==> config.mk <==
export PLATFORM = sky130hd
export DESIGN_NAME = mem_port_arbiter
export DESIGN_NICKNAME = d
export VERILOG_FILES = /design/src/rtl/mem_port_arbiter.sv
export SDC_FILE = /design/constraint.sdc
export NUM_CORES = 1
export LEC_CHECK = 0
export ABC_CLOCK_PERIOD_IN_PS = 1700
export CAP_MARGIN = 20
export CORE_ASPECT_RATIO = 0.75
export CORE_MARGIN = 4
export CORE_UTILIZATION = 40
export CTS_CLUSTER_SIZE = 24
export DETAILED_ROUTE_END_ITERATION = 6
export GPL_ROUTABILITY_DRIVEN = 1
export PLACE_DENSITY_LB_ADDON = 0.08
export RECOVER_POWER = 100
export SYNTH_ARGS = -nofsm -noshare
export SYNTH_HDL_FRONTEND = slang
export SYNTH_SLANG_ARGS = --single-unit
==> constraint.sdc <==
create_clock -name clock -period 1.7 [get_ports clock]
set_input_delay 0.17 -clock clock [delete_from_list [all_inputs] [get_ports clock]]
set_output_delay 0.17 -clock clock [all_outputs]
set_load 0.05 [all_outputs]
==> src/rtl/mem_port_arbiter.sv <==
// Arbitrates one fixed-latency single-ported memory among fetch, data and debug requesters.
// Priority debug > data > fetch; fetch is forced through after STARVE_MAX consecutive losses to data.
module mem_port_arbiter #(
  parameter int unsigned ADDR_W     = 10,
  parameter int unsigned DATA_W     = 32,
  parameter int unsigned MEM_LAT    = 2,
  parameter int unsigned STARVE_MAX = 3
) (
  input  logic              clock,
  input  logic              reset_n,
  input  logic              if_req,
  input  logic [ADDR_W-1:0] if_addr,
  output logic              if_ack,
  output logic [DATA_W-1:0] if_rdata,
  input  logic              dm_req,
  input  logic              dm_we,
  input  logic [ADDR_W-1:0] dm_addr,
  input  logic [DATA_W-1:0] dm_wdata,
  output logic              dm_ack,
  output logic [DATA_W-1:0] dm_rdata,
  input  logic              dbg_req,
  input  logic              dbg_we,
  input  logic [ADDR_W-1:0] dbg_addr,
  input  logic [DATA_W-1:0] dbg_wdata,
  output logic              dbg_ack,
  output logic [DATA_W-1:0] dbg_rdata,
  output logic              mem_en,
  output logic              mem_we,
  output logic [ADDR_W-1:0] mem_addr,
  output logic [DATA_W-1:0] mem_wdata,
  input  logic [DATA_W-1:0] mem_rdata,
  output logic [15:0]       conflict_cnt
);

  typedef enum logic [1:0] {ST_IDLE, ST_ACCESS, ST_WAIT, ST_RESP} state_e;
  typedef enum logic [1:0] {SRC_IF, SRC_DM, SRC_DBG} src_e;

  state_e            state_q, state_d;
  src_e              src_q, src_d;
  logic              we_q, we_d;
  logic [3:0]        lat_q, lat_d;
  logic [7:0]        starve_q, starve_d;
  logic [15:0]       conflict_q, conflict_d;
  logic              mem_en_q, mem_en_d;
  logic              mem_we_q, mem_we_d;
  logic [ADDR_W-1:0] mem_addr_q, mem_addr_d;
  logic [DATA_W-1:0] mem_wdata_q, mem_wdata_d;
  logic              if_ack_q, if_ack_d;
  logic              dm_ack_q, dm_ack_d;
  logic              dbg_ack_q, dbg_ack_d;
  logic [DATA_W-1:0] if_rdata_q, if_rdata_d;
  logic [DATA_W-1:0] dm_rdata_q, dm_rdata_d;
  logic [DATA_W-1:0] dbg_rdata_q, dbg_rdata_d;

  logic multi_req;
  logic fetch_forced;
  logic grant;

  assign multi_req    = (if_req & dm_req) | (if_req & dbg_req) | (dm_req & dbg_req);
  assign fetch_forced = if_req && (starve_q == STARVE_MAX[7:0]);

  always_comb begin
    state_d     = state_q;
    src_d       = src_q;
    we_d        = we_q;
    lat_d       = lat_q;
    starve_d    = starve_q;
    conflict_d  = conflict_q;
    mem_en_d    = 1'b0;
    mem_we_d    = 1'b0;
    mem_addr_d  = mem_addr_q;
    mem_wdata_d = mem_wdata_q;
    if_ack_d    = 1'b0;
    dm_ack_d    = 1'b0;
    dbg_ack_d   = 1'b0;
    if_rdata_d  = if_rdata_q;
    dm_rdata_d  = dm_rdata_q;
    dbg_rdata_d = dbg_rdata_q;
    grant       = 1'b1;

    case (state_q)
      ST_IDLE: begin
        if (multi_req && (conflict_q != '1)) begin
          conflict_d = conflict_q + 16'd1;
        end
        // Losing to debug leaves the starvation count alone; only data wins count against fetch.
        if (dbg_req) begin
          src_d       = SRC_DBG;
          we_d        = dbg_we;
          mem_addr_d  = dbg_addr;
          mem_wdata_d = dbg_wdata;
        end else if (fetch_forced || (if_req && !dm_req)) begin
          src_d       = SRC_IF;
          we_d        = 1'b0;
          mem_addr_d  = if_addr;
          mem_wdata_d = '0;
          starve_d    = '0;
        end else if (dm_req) begin
          src_d       = SRC_DM;
          we_d        = dm_we;
          mem_addr_d  = dm_addr;
          mem_wdata_d = dm_wdata;
          if (if_req) begin
            starve_d = starve_q + 8'd1;
          end
        end else begin
          grant = 1'b0;
        end
        if (grant) begin
          state_d  = ST_ACCESS;
          mem_en_d = 1'b1;
          mem_we_d = we_d;
        end
      end
      ST_ACCESS: begin
        lat_d   = MEM_LAT[3:0];
        state_d = ST_WAIT;
      end
      ST_WAIT: begin
        if (lat_q == 4'd1) begin
          state_d = ST_RESP;
          case (src_q)
            SRC_IF: begin
              if_ack_d = 1'b1;
              if (!we_q) if_rdata_d = mem_rdata;
            end
            SRC_DM: begin
              dm_ack_d = 1'b1;
              if (!we_q) dm_rdata_d = mem_rdata;
            end
            default: begin
              dbg_ack_d = 1'b1;
              if (!we_q) dbg_rdata_d = mem_rdata;
            end
          endcase
        end else begin
          lat_d = lat_q - 4'd1;
        end
      end
      ST_RESP: begin
        state_d = ST_IDLE;
      end
      default: begin
        state_d = ST_IDLE;
      end
    endcase
  end

  always_ff @(posedge clock or negedge reset_n) begin
    if (!reset_n) begin
      state_q     <= ST_IDLE;
      src_q       <= SRC_IF;
      we_q        <= 1'b0;
      lat_q       <= '0;
      starve_q    <= '0;
      conflict_q  <= '0;
      mem_en_q    <= 1'b0;
      mem_we_q    <= 1'b0;
      mem_addr_q  <= '0;
      mem_wdata_q <= '0;
      if_ack_q    <= 1'b0;
      dm_ack_q    <= 1'b0;
      dbg_ack_q   <= 1'b0;
      if_rdata_q  <= '0;
      dm_rdata_q  <= '0;
      dbg_rdata_q <= '0;
    end else begin
      state_q     <= state_d;
      src_q       <= src_d;
      we_q        <= we_d;
      lat_q       <= lat_d;
      starve_q    <= starve_d;
      conflict_q  <= conflict_d;
      mem_en_q    <= mem_en_d;
      mem_we_q    <= mem_we_d;
      mem_addr_q  <= mem_addr_d;
      mem_wdata_q <= mem_wdata_d;
      if_ack_q    <= if_ack_d;
      dm_ack_q    <= dm_ack_d;
      dbg_ack_q   <= dbg_ack_d;
      if_rdata_q  <= if_rdata_d;
      dm_rdata_q  <= dm_rdata_d;
      dbg_rdata_q <= dbg_rdata_d;
    end
  end

  assign if_ack       = if_ack_q;
  assign if_rdata     = if_rdata_q;
  assign dm_ack       = dm_ack_q;
  assign dm_rdata     = dm_rdata_q;
  assign dbg_ack      = dbg_ack_q;
  assign dbg_rdata    = dbg_rdata_q;
  assign mem_en       = mem_en_q;
  assign mem_we       = mem_we_q;
  assign mem_addr     = mem_addr_q;
  assign mem_wdata    = mem_wdata_q;
  assign conflict_cnt = conflict_q;

endmodule

==> results of run 1 <==
-- final cells by class --
type | instances | area [µm²] | share of cell area (%)
Tap cell | 247 | 309 | 2.58
Sequential cell | 176 | 4420 | 36.9
Clock inverter | 14 | 148 | 1.23
Inverter | 20 | 75.1 | 0.627
Clock buffer | 18 | 429 | 3.58
Timing Repair Buffer | 372 | 3220 | 26.9
Multi-Input combinational cell | 348 | 3380 | 28.2
-- stage by stage --
stage          TNS (ns)  std cells  power [W]
6_report         -16.80       1195     0.0231
5_1_grt          -26.75       1195     0.0242
3_3_place_gp     -15.44       1128     0.0192
3_5_place_dp     -21.60       1128     0.0195
4_1_cts          -18.32       1191     0.0233
2_1_floorplan     -4.92        572     0.0148
-- power groups by stage --
| stage | Sequential, W | Combinational, W | Clock, W |
|---|---|---|---|
| after CTS | 0.00696 | 0.0124 | 0.00388 |
| after floorplan | 0.0122 | 0.00268 | 0 |
| after global placement | 0.00695 | 0.0123 | 0 |
| after global routing | 0.00717 | 0.0129 | 0.00408 |
| after detailed placement | 0.00699 | 0.0125 | 0 |
| final | 0.00698 | 0.0123 | 0.00382 |
-- per-layer routing --
layer / up-vias / global-route usage, % / wire, µm
met4: 0 / 5.58 / 285
met3: 23 / 6.64 / 1620
met1: 3058 / 29.7 / 10600
met5: - / 0 / 0
li1: 2846 / - / -
met2: 235 / 38.1 / 12000
-- state kept, by name (all words and copies together) (netlist names) --
register / cells
conflict_cnt: 16
we_q: 1
mem_addr: 10
dm_ack: 1
dbg_ack: 1
mem_we: 1
starve_q: 8
dm_rdata: 32
mem_wdata: 32
if_ack: 1
dbg_rdata: 32
lat_q: 4
if_rdata: 32
mem_en: 1
src_q: 2
state_q: 2
-- critical path: stages, from the launching register on --
cell and delay [ns]:
sky130_fd_sc_hd__dfrtp_1 0.39, sky130_fd_sc_hd__inv_2 0.08, sky130_fd_sc_hd__ha_4 0.12, sky130_fd_sc_hd__nor3b_4 0.20, sky130_fd_sc_hd__nand3_2 0.14, sky130_fd_sc_hd__buf_6 0.15, sky130_fd_sc_hd__nor3_4 0.14, sky130_fd_sc_hd__buf_12 0.25
sky130_fd_sc_hd__mux2_2 0.37
-- how the worst min path moves through the flow --
stage                     depth (start not counted)              end  slack (ns)  startpoint
after floorplan                                   0  conflict_cnt[0]       -0.13     reset_n
after global placement                            1     mem_wdata[6]        0.13     reset_n
after detailed placement                          1     mem_wdata[6]        0.13     reset_n
after CTS                                         2     mem_wdata[6]        0.23     reset_n
after global routing                              4         src_q[1]        0.28     dbg_req
final                                             4         src_q[1]        0.24     dbg_req
-- what timing repair did --
item / CTS / global route
setup endpoints to repair: 217 / 157
resized for setup: 154 / 57
hold buffers: 1 / 0
hold endpoints to repair: 38 / 0
pin swaps: 11 / 18
setup buffers: 18 / 8
gates cloned: 13 / 0
-- logic make-up after synthesis --
family	count (synthesis)	synth area share, %
buffers and inverters	53	3.44
XOR/XNOR	11	1.29
multiplexers	104	15.6
AND/OR/NAND/NOR	138	10.4
flip-flops	176	58.9
adder cells (fa/ha/maj)	8	1.30
AO/OA/AOI/OAI	82	9.06
-- layout by cell type, fill, tap and decap left out, types with 4 or more instances in the layout --
master / n
sky130_fd_sc_hd__inv_2: 4
sky130_fd_sc_hd__o221a_4: 9
sky130_fd_sc_hd__nand4_1: 5
sky130_fd_sc_hd__dfrtp_1: 162
sky130_fd_sc_hd__buf_6: 16
sky130_fd_sc_hd__mux2_1: 6
sky130_fd_sc_hd__nand3_1: 17
sky130_fd_sc_hd__buf_16: 5
sky130_fd_sc_hd__a21oi_1: 4
sky130_fd_sc_hd__mux2_2: 41
sky130_fd_sc_hd__o21ai_0: 14
sky130_fd_sc_hd__nor2_1: 21
sky130_fd_sc_hd__nand3_4: 4
sky130_fd_sc_hd__mux2_4: 55
sky130_fd_sc_hd__inv_8: 5
sky130_fd_sc_hd__inv_1: 16
sky130_fd_sc_hd__clkbuf_2: 5
sky130_fd_sc_hd__dfrtp_2: 14
sky130_fd_sc_hd__clkdlybuf4s50_1: 130
sky130_fd_sc_hd__clkbuf_16: 17
sky130_fd_sc_hd__nor2b_1: 5
sky130_fd_sc_hd__a31oi_1: 10
sky130_fd_sc_hd__and3_4: 7
sky130_fd_sc_hd__dlygate4sd2_1: 82
sky130_fd_sc_hd__buf_4: 60
sky130_fd_sc_hd__buf_12: 5
sky130_fd_sc_hd__xor2_1: 10
sky130_fd_sc_hd__a221o_1: 33
sky130_fd_sc_hd__clkbuf_1: 64
sky130_fd_sc_hd__and3_1: 34
sky130_fd_sc_hd__nand2_1: 18
==> parameters.txt, run 1 <==
Parameter                              Value

Run status
  Outcome ... finished with violations
  Violations in the final reports ... setup timing

Floorplanning
  Core area ... 0.0185 mm²
  DIE AREA ... 0.0210 mm²
  Ports ... 292
  Vert. Die Dim ... 126 µm
  DIE WIDTH ... 166 µm
  Initial cell density of the core ... 40.5%
  Row cnt ... 43

Timing
  Worst max-slew margin expressed relative to the limit ... 28.0%
  Final critical-path setup slack ... -0.255 ns
  Share of the clock period used by the worst path ... 115%
  Total count of max-transition violations in the final report ... 0
  Final number of hold-violating endpoints ... 0
  Slew at the pin closest to its max-slew limit ... 1.08 ns
  Setup repair after global routing missed its margin ... yes
  Final worst hold slack ... 0.239 ns
  Clock period minus worst slack ... 1.95 ns
  Fmax ... 0.512 GHz
  Setup Viol. Count Final ... 126
  Post-route clock skew ... 0.0140 ns

Route
  Count of TritonRoute iterations in the first routing pass ... 4
  Drt total wl ... 24500 µm
  Routed length per instance ... 20.5 µm
  Vias ... 6162
  Antenna violation net count after detailed routing ... 0
  Number of violations reported at the end of detailed-routing iteration 0 ... 353
  DRC errors left ... 0
  Number of vias per cell after detailed routing ... 5.16

Power
  Clock power share ... 16.5%
  Part of the total power dissipated in sequential elements ... 30.2%
  Sw Share ... 48.2%
  Power dissipated by switching net loads ... 0.0111 W
  P_int ... 0.0120 W
  Reported leakage power ... 5.67 nW
  Logic pwr share ... 53.3%
  Worst supply voltage drop on vdd ... 0.960 mV
  Power density over the cells ... 1930 mW/mm²

Clock network
  Clock buffers created by TritonCTS ... 17
  Count of H-tree levels built during CTS ... 4
  Sink count of the clock tree ... 176
  Cell chosen for the clock root ... sky130_fd_sc_hd__clkbuf_16
  CTS tree ... built
  Clock network latency to the later pin of the worst-skew pair ... 0.43 ns
  Maximum number of buffers from clock root to sink ... 2
  Worst-path clk slew ... 0.07 ns

Logic synthesis
  Share of flip-flops with an asynchronous set or reset ... 100%
  Most frequent cell after synthesis ... sky130_fd_sc_hd__dfrtp_1
  Synth top area share ... 58.9%
  Post-synthesis cell type count ... 48
  Avg Synthesized Cell Area ... 13.1 µm²
  Number of storage elements in the synthesis netlist ... 176
  Main flop type after synthesis ... sky130_fd_sc_hd__dfrtp_1
  Share of the yosys chip area belonging to registers ... 58.9%
  Count of warnings emitted by yosys ... 0
  Number of standard cells after synthesis ... 572
  Syn nets ... 712
  Commonest cells in the synthesized netlist ... sky130_fd_sc_hd__dfrtp_1 (176), sky130_fd_sc_hd__mux2_2 (69), sky130_fd_sc_hd__and3_1 (36), sky130_fd_sc_hd__a221o_1 (33), sky130_fd_sc_hd__mux2_1 (33)
  Syn Std Cell Area ... 0.00748 mm²
  Leading post-synthesis cells by cell area ... sky130_fd_sc_hd__dfrtp_1 (59%), sky130_fd_sc_hd__mux2_2 (10%), sky130_fd_sc_hd__mux2_1 (5.0%), sky130_fd_sc_hd__a221o_1 (4.4%), sky130_fd_sc_hd__and3_1 (3.0%)
  Number of enable-type register cells in the synthesized netlist ... 0
  Cell accounting for the most synthesized area ... sky130_fd_sc_hd__dfrtp_1

Global routing
  Global-route wire length before repair ... 37800 µm
  Pin count of the biggest net entering global routing ... 45
  Vias in the first global route ... 6666
  Tot GR Track Use ... 22.8%
  GRT overflow ... 0
  Initial antenna violation count ... 0

Hold path
  Worst min-delay path category ... in -> reg

Cells and area
  Count of fill cells added during filler insertion ... 1481
  Final #Nets ... 1075
  Core occupancy in the finished layout ... 64.9%
  Post-route design area ... 0.0120 mm²
  Fraction of final layout cells with drive strength greater than 1 ... 30.2%
  Layout overhead on the synthesized area ... 60.1%
  Number of antenna cells inserted ... 0

Setup path
  Worst r2r dst ... if_rdata[22]
  Peak fanout along the critical path ... 32
  Crit path capture ... if_rdata[22]
  Worst setup slack for register-to-register paths ... -0.25 ns
  Kind of critical path ... reg -> reg
  Required time at the endpoint of the critical path ... 2.02 ns
  Worst Reg2Reg Path Length in Cells ... 8
  Launching point of the worst reg2reg path ... lat_q[1]
  CP endpoint kind ... register
  Category of the worst setup path launch point ... register
  Worst path arrival time ... 2.27 ns
  Launch point of the worst path ... lat_q[1]

Placed design
  Half-perimeter wire length of the detailed placement result ... 16200 µm
  Placement Setup Slack ... -0.238 ns
  Final Wtd Congestion ... 0.877
  Port Buffer Count ... 291
  Instance area after placement ... 0.0109 mm²

Job
  Number of max-cap violations ... 0
Note: power is estimated with default switching activity, not from simulation.
==> run 2: changes to the inputs <==
- CTS_CLUSTER_SIZE: 24 -> default
- GPL_TIMING_DRIVEN: default -> 1
==> results of run 2 <==
Same layout as run 1: the final DEF is identical, and so are final timing and power.
==> run 3: changes to the inputs <==
- CELL_PAD_IN_SITES_DETAIL_PLACEMENT: default -> 0
- CELL_PAD_IN_SITES_GLOBAL_PLACEMENT: default -> 1
- CORE_ASPECT_RATIO: 0.75 -> default
- CORE_UTILIZATION: 40 -> 31
==> run 3 against run 2 <==
Effect of this change: wire length increased by 0.78%; clock skew increased by 0.0024 ns; the flow still finishes with violations (setup timing); sequential share of layout area increased by 0.059 points; combinational power about the same; global-route usage decreased by 5.2 points; first-iteration DRC count decreased by 26%; worst hold slack got worse by 0.018 ns; setup slack improved by 0.022 ns.
==> parameters.txt, run 3 (synthesis gave the netlist of run 1 again) <==
Parameter                              Value

Route
  Number of violations reported at the end of detailed-routing iteration 0 ... 260 (-26%)
  Number of vias per cell after detailed routing ... 4.92 (-4.6%)
  Drt total wl ... 24700 µm (+0.78%)
  Routed length per instance ... 19.5 µm (-4.6%)
  Antenna violation net count after detailed routing ... 0 (unchanged)
  DRC errors left ... 0 (unchanged)
  Vias ... 6213 (+0.83%)
  Count of TritonRoute iterations in the first routing pass ... 5 (+1)

Timing
  Sum Neg Setup Slack ... -17.33 ns (-0.524 ns)
  Share of the clock period used by the worst path ... 114% (-1.3 points)
  Clock period minus worst slack ... 1.93 ns (-0.0223 ns)
  Setup Viol. Count Final ... 138 (+9.5%)
  Final critical-path setup slack ... -0.233 ns (+0.0223 ns)
  Setup repair after global routing missed its margin ... yes
  Final number of hold-violating endpoints ... 0 (unchanged)
  Slew at the pin closest to its max-slew limit ... 0.681 ns (-0.400 ns)
  Post-route clock skew ... 0.0164 ns (+0.00239 ns)
  Worst max-slew margin expressed relative to the limit ... 54.6% (+27 points)
  Fmax ... 0.517 GHz (+1.2%)
  Total count of max-transition violations in the final report ... 0 (unchanged)

Clock network
  Clock network latency to the later pin of the worst-skew pair ... 0.42 ns (about the same)
  Count of H-tree levels built during CTS ... 4 (unchanged)
  Worst-path clk slew ... 0.07 ns (about the same)
  Cell chosen for the clock root ... sky130_fd_sc_hd__clkbuf_16
  Maximum number of buffers from clock root to sink ... 2 (unchanged)
  CTS tree ... built
  Sink count of the clock tree ... 176 (unchanged)
  Clock buffers created by TritonCTS ... 17 (unchanged)

Setup path
  Peak fanout along the critical path ... 5 (-84%)
  Launch point of the worst path ... lat_q[1]
  Cell Chain, Critical Path ... inv_2, ha_4, nor3b_4, nand3_4, nor3_4, buf_12, buf_6, buf_6, mux2_4
  Number of buffer and inverter instances along the worst setup path ... 4 (+1)
  Largest stage delay on the critical path ... 0.40 ns (about the same)
  Required time at the endpoint of the critical path ... 2.00 ns (-0.02 ns)
  Launching point of the worst reg2reg path ... lat_q[1]
  Kind of critical path ... reg -> reg
  Crit-path leading delay family ... simple AND/OR/NAND/NOR gates
  CP endpoint kind ... register
  Cell repeated most along the worst path ... sky130_fd_sc_hd__buf_6
  CP max-delay cell ... sky130_fd_sc_hd__dfrtp_1
  Worst path arrival time ... 2.24 ns (-0.03 ns)
  Category of the worst setup path launch point ... register

Power
  Reported leakage power ... 5.54 nW (-2.4%)
  Worst supply voltage drop on vdd ... 0.845 mV (-12%)
  Power density over the cells ... 1920 mW/mm² (-0.48%)

Cells and area
  Number of antenna cells inserted ... 0 (unchanged)
  Core occupancy in the finished layout ... 50.5% (-14 points)
  Final #Nets ... 1072 (-0.28%)
  Layout overhead on the synthesized area ... 59.3%
  Fraction of final layout cells with drive strength greater than 1 ... 26.8% (-3.4 points)
  Fin cells ... 1263 (+5.7%)
  Most frequent standard cell in the layout excluding fill and tap cells ... sky130_fd_sc_hd__dfrtp_1
  Post-route design area ... 0.0119 mm² (-0.47%)
  Highest-count cells in the layout ignoring fill and taps ... sky130_fd_sc_hd__dfrtp_1 (173), sky130_fd_sc_hd__clkdlybuf4s50_1 (130), sky130_fd_sc_hd__clkbuf_1 (74), sky130_fd_sc_hd__dlygate4sd2_1 (72), sky130_fd_sc_hd__buf_4 (66)

Global routing
  Pin count of the biggest net entering global routing ... 50 (+11%)
  Tot GR Track Use ... 17.6% (-5.2 points)
  GRT overflow ... 0 (unchanged)
  Global-route wire length before repair ... 37100 µm (-1.8%)
  Vias in the first global route ... 6537 (-1.9%)
  Initial antenna violation count ... 0 (unchanged)

Placed design
  Number of instances in the placed design ... 1206 (+6.9%)
  Placement Setup Slack ... -0.297 ns (-0.0593 ns)
  Final Wtd Congestion ... 0.782 (-11%)
  Port Buffer Count ... 291 (unchanged)
  Half-perimeter wire length of the detailed placement result ... 17200 µm (+6.7%)
  Instance area after placement ... 0.0110 mm² (+1.1%)

Job
  Number of max-cap violations ... 0 (unchanged)

Floorplanning
  DIE WIDTH ... 163 µm (-1.5%)
  Initial cell density of the core ... 31.7% (-8.9 points)
  Vert. Die Dim ... 163 µm (+29%)
  Row cnt ... 56 (+30%)
  Core area ... 0.0236 mm² (+28%)
  Ports ... 292 (unchanged)
  DIE AREA ... 0.0267 mm² (+27%)

Run status
  Outcome ... finished with violations
  Violations in the final reports ... setup timing

Hold path
  Worst min-delay path category ... in -> reg
  Hold Path Origin ... dbg_req
## run 3: cell count changes in the layout (fill, tap and decap cells not counted), moves of 7 or more
| cell | before | now |
|---|---|---|
| sky130_fd_sc_hd__clkbuf_1 | 64 | 74 |
| sky130_fd_sc_hd__mux2_4 | 55 | 48 |
| sky130_fd_sc_hd__dfrtp_2 | 14 | 3 |
| sky130_fd_sc_hd__dfrtp_1 | 162 | 173 |
| sky130_fd_sc_hd__dlygate4sd2_1 | 82 | 72 |
| sky130_fd_sc_hd__mux2_2 | 41 | 33 |
| sky130_fd_sc_hd__mux2_1 | 6 | 21 |
## run 3: final timing paths
| path | end | slack (ns) | cells past startpoint |
|---|---|---|---|
| min in group asynchronous | dbg_rdata[27] | 0.29 | 2 |
| hold / removal | src_q[1] | 0.22 | 4 |
| hold reg to reg | dbg_rdata[13] | 0.49 | 1 |
| max in group asynchronous | dbg_rdata[7] | 0.22 | 3 |
| setup / recovery | if_rdata[25] | -0.23 | 9 |
| setup reg to reg | if_rdata[25] | -0.23 | 9 |
## run 3: routing by layer
metal | part of all wire, % | GRT usage (%) | wire (µm) | vias to the layer above
met1 | 43 | 23.0 | 10600 | 3104
met4 | 1.8 | 5.79 | 433 | 0
met2 | 50 | 29.5 | 12200 | 252
met5 | 0 | 0 | 0 | -
met3 | 5.9 | 3.58 | 1450 | 33
li1 | - | - | - | 2824
## run 3: stage by stage
step           hold WS, ns  total power, W
2_1_floorplan       -0.126          0.0148
3_3_place_gp        0.0552          0.0193
3_5_place_dp        0.0566          0.0195
4_1_cts              0.171          0.0233
5_1_grt              0.249          0.0240
6_report             0.221          0.0229
## run 3: timing repair
action | in CTS | in global routing
hold buffers | 1 | 0
buffers inserted | 9 | 12
endpoints found under the hold margin | 147 | 0
setup endpoints to repair | 212 | 149
pin swaps | 9 | 25
gates resized for setup | 106 | 70
gates cloned | 6 | 3
## run 3: tightest hold or removal path: cells and delay by family
kind / cells / cell delay, ns
AO/OA/AOI/OAI: 1 / 0.07
AND/OR/NAND/NOR: 1 / 0.07
buffers and inverters: 2 / 0.29
## run 3: power breakdown
group          switching [W]  internal (W)
Sequential           0.00106       0.00585
Combinational        0.00815       0.00392
Clock                0.00183       0.00209
Total                 0.0110        0.0119
## run 3: area by class of cell
type / instances / area (µm²)
Clock buffer: 17 / 425
Tap cell: 319 / 399
Timing Repair Buffer: 374 / 3190
Multi-Input combinational cell: 343 / 3260
Fill cell: 2211 / 11700
Clock inverter: 14 / 168
Inverter: 20 / 75.1
Sequential cell: 176 / 4410
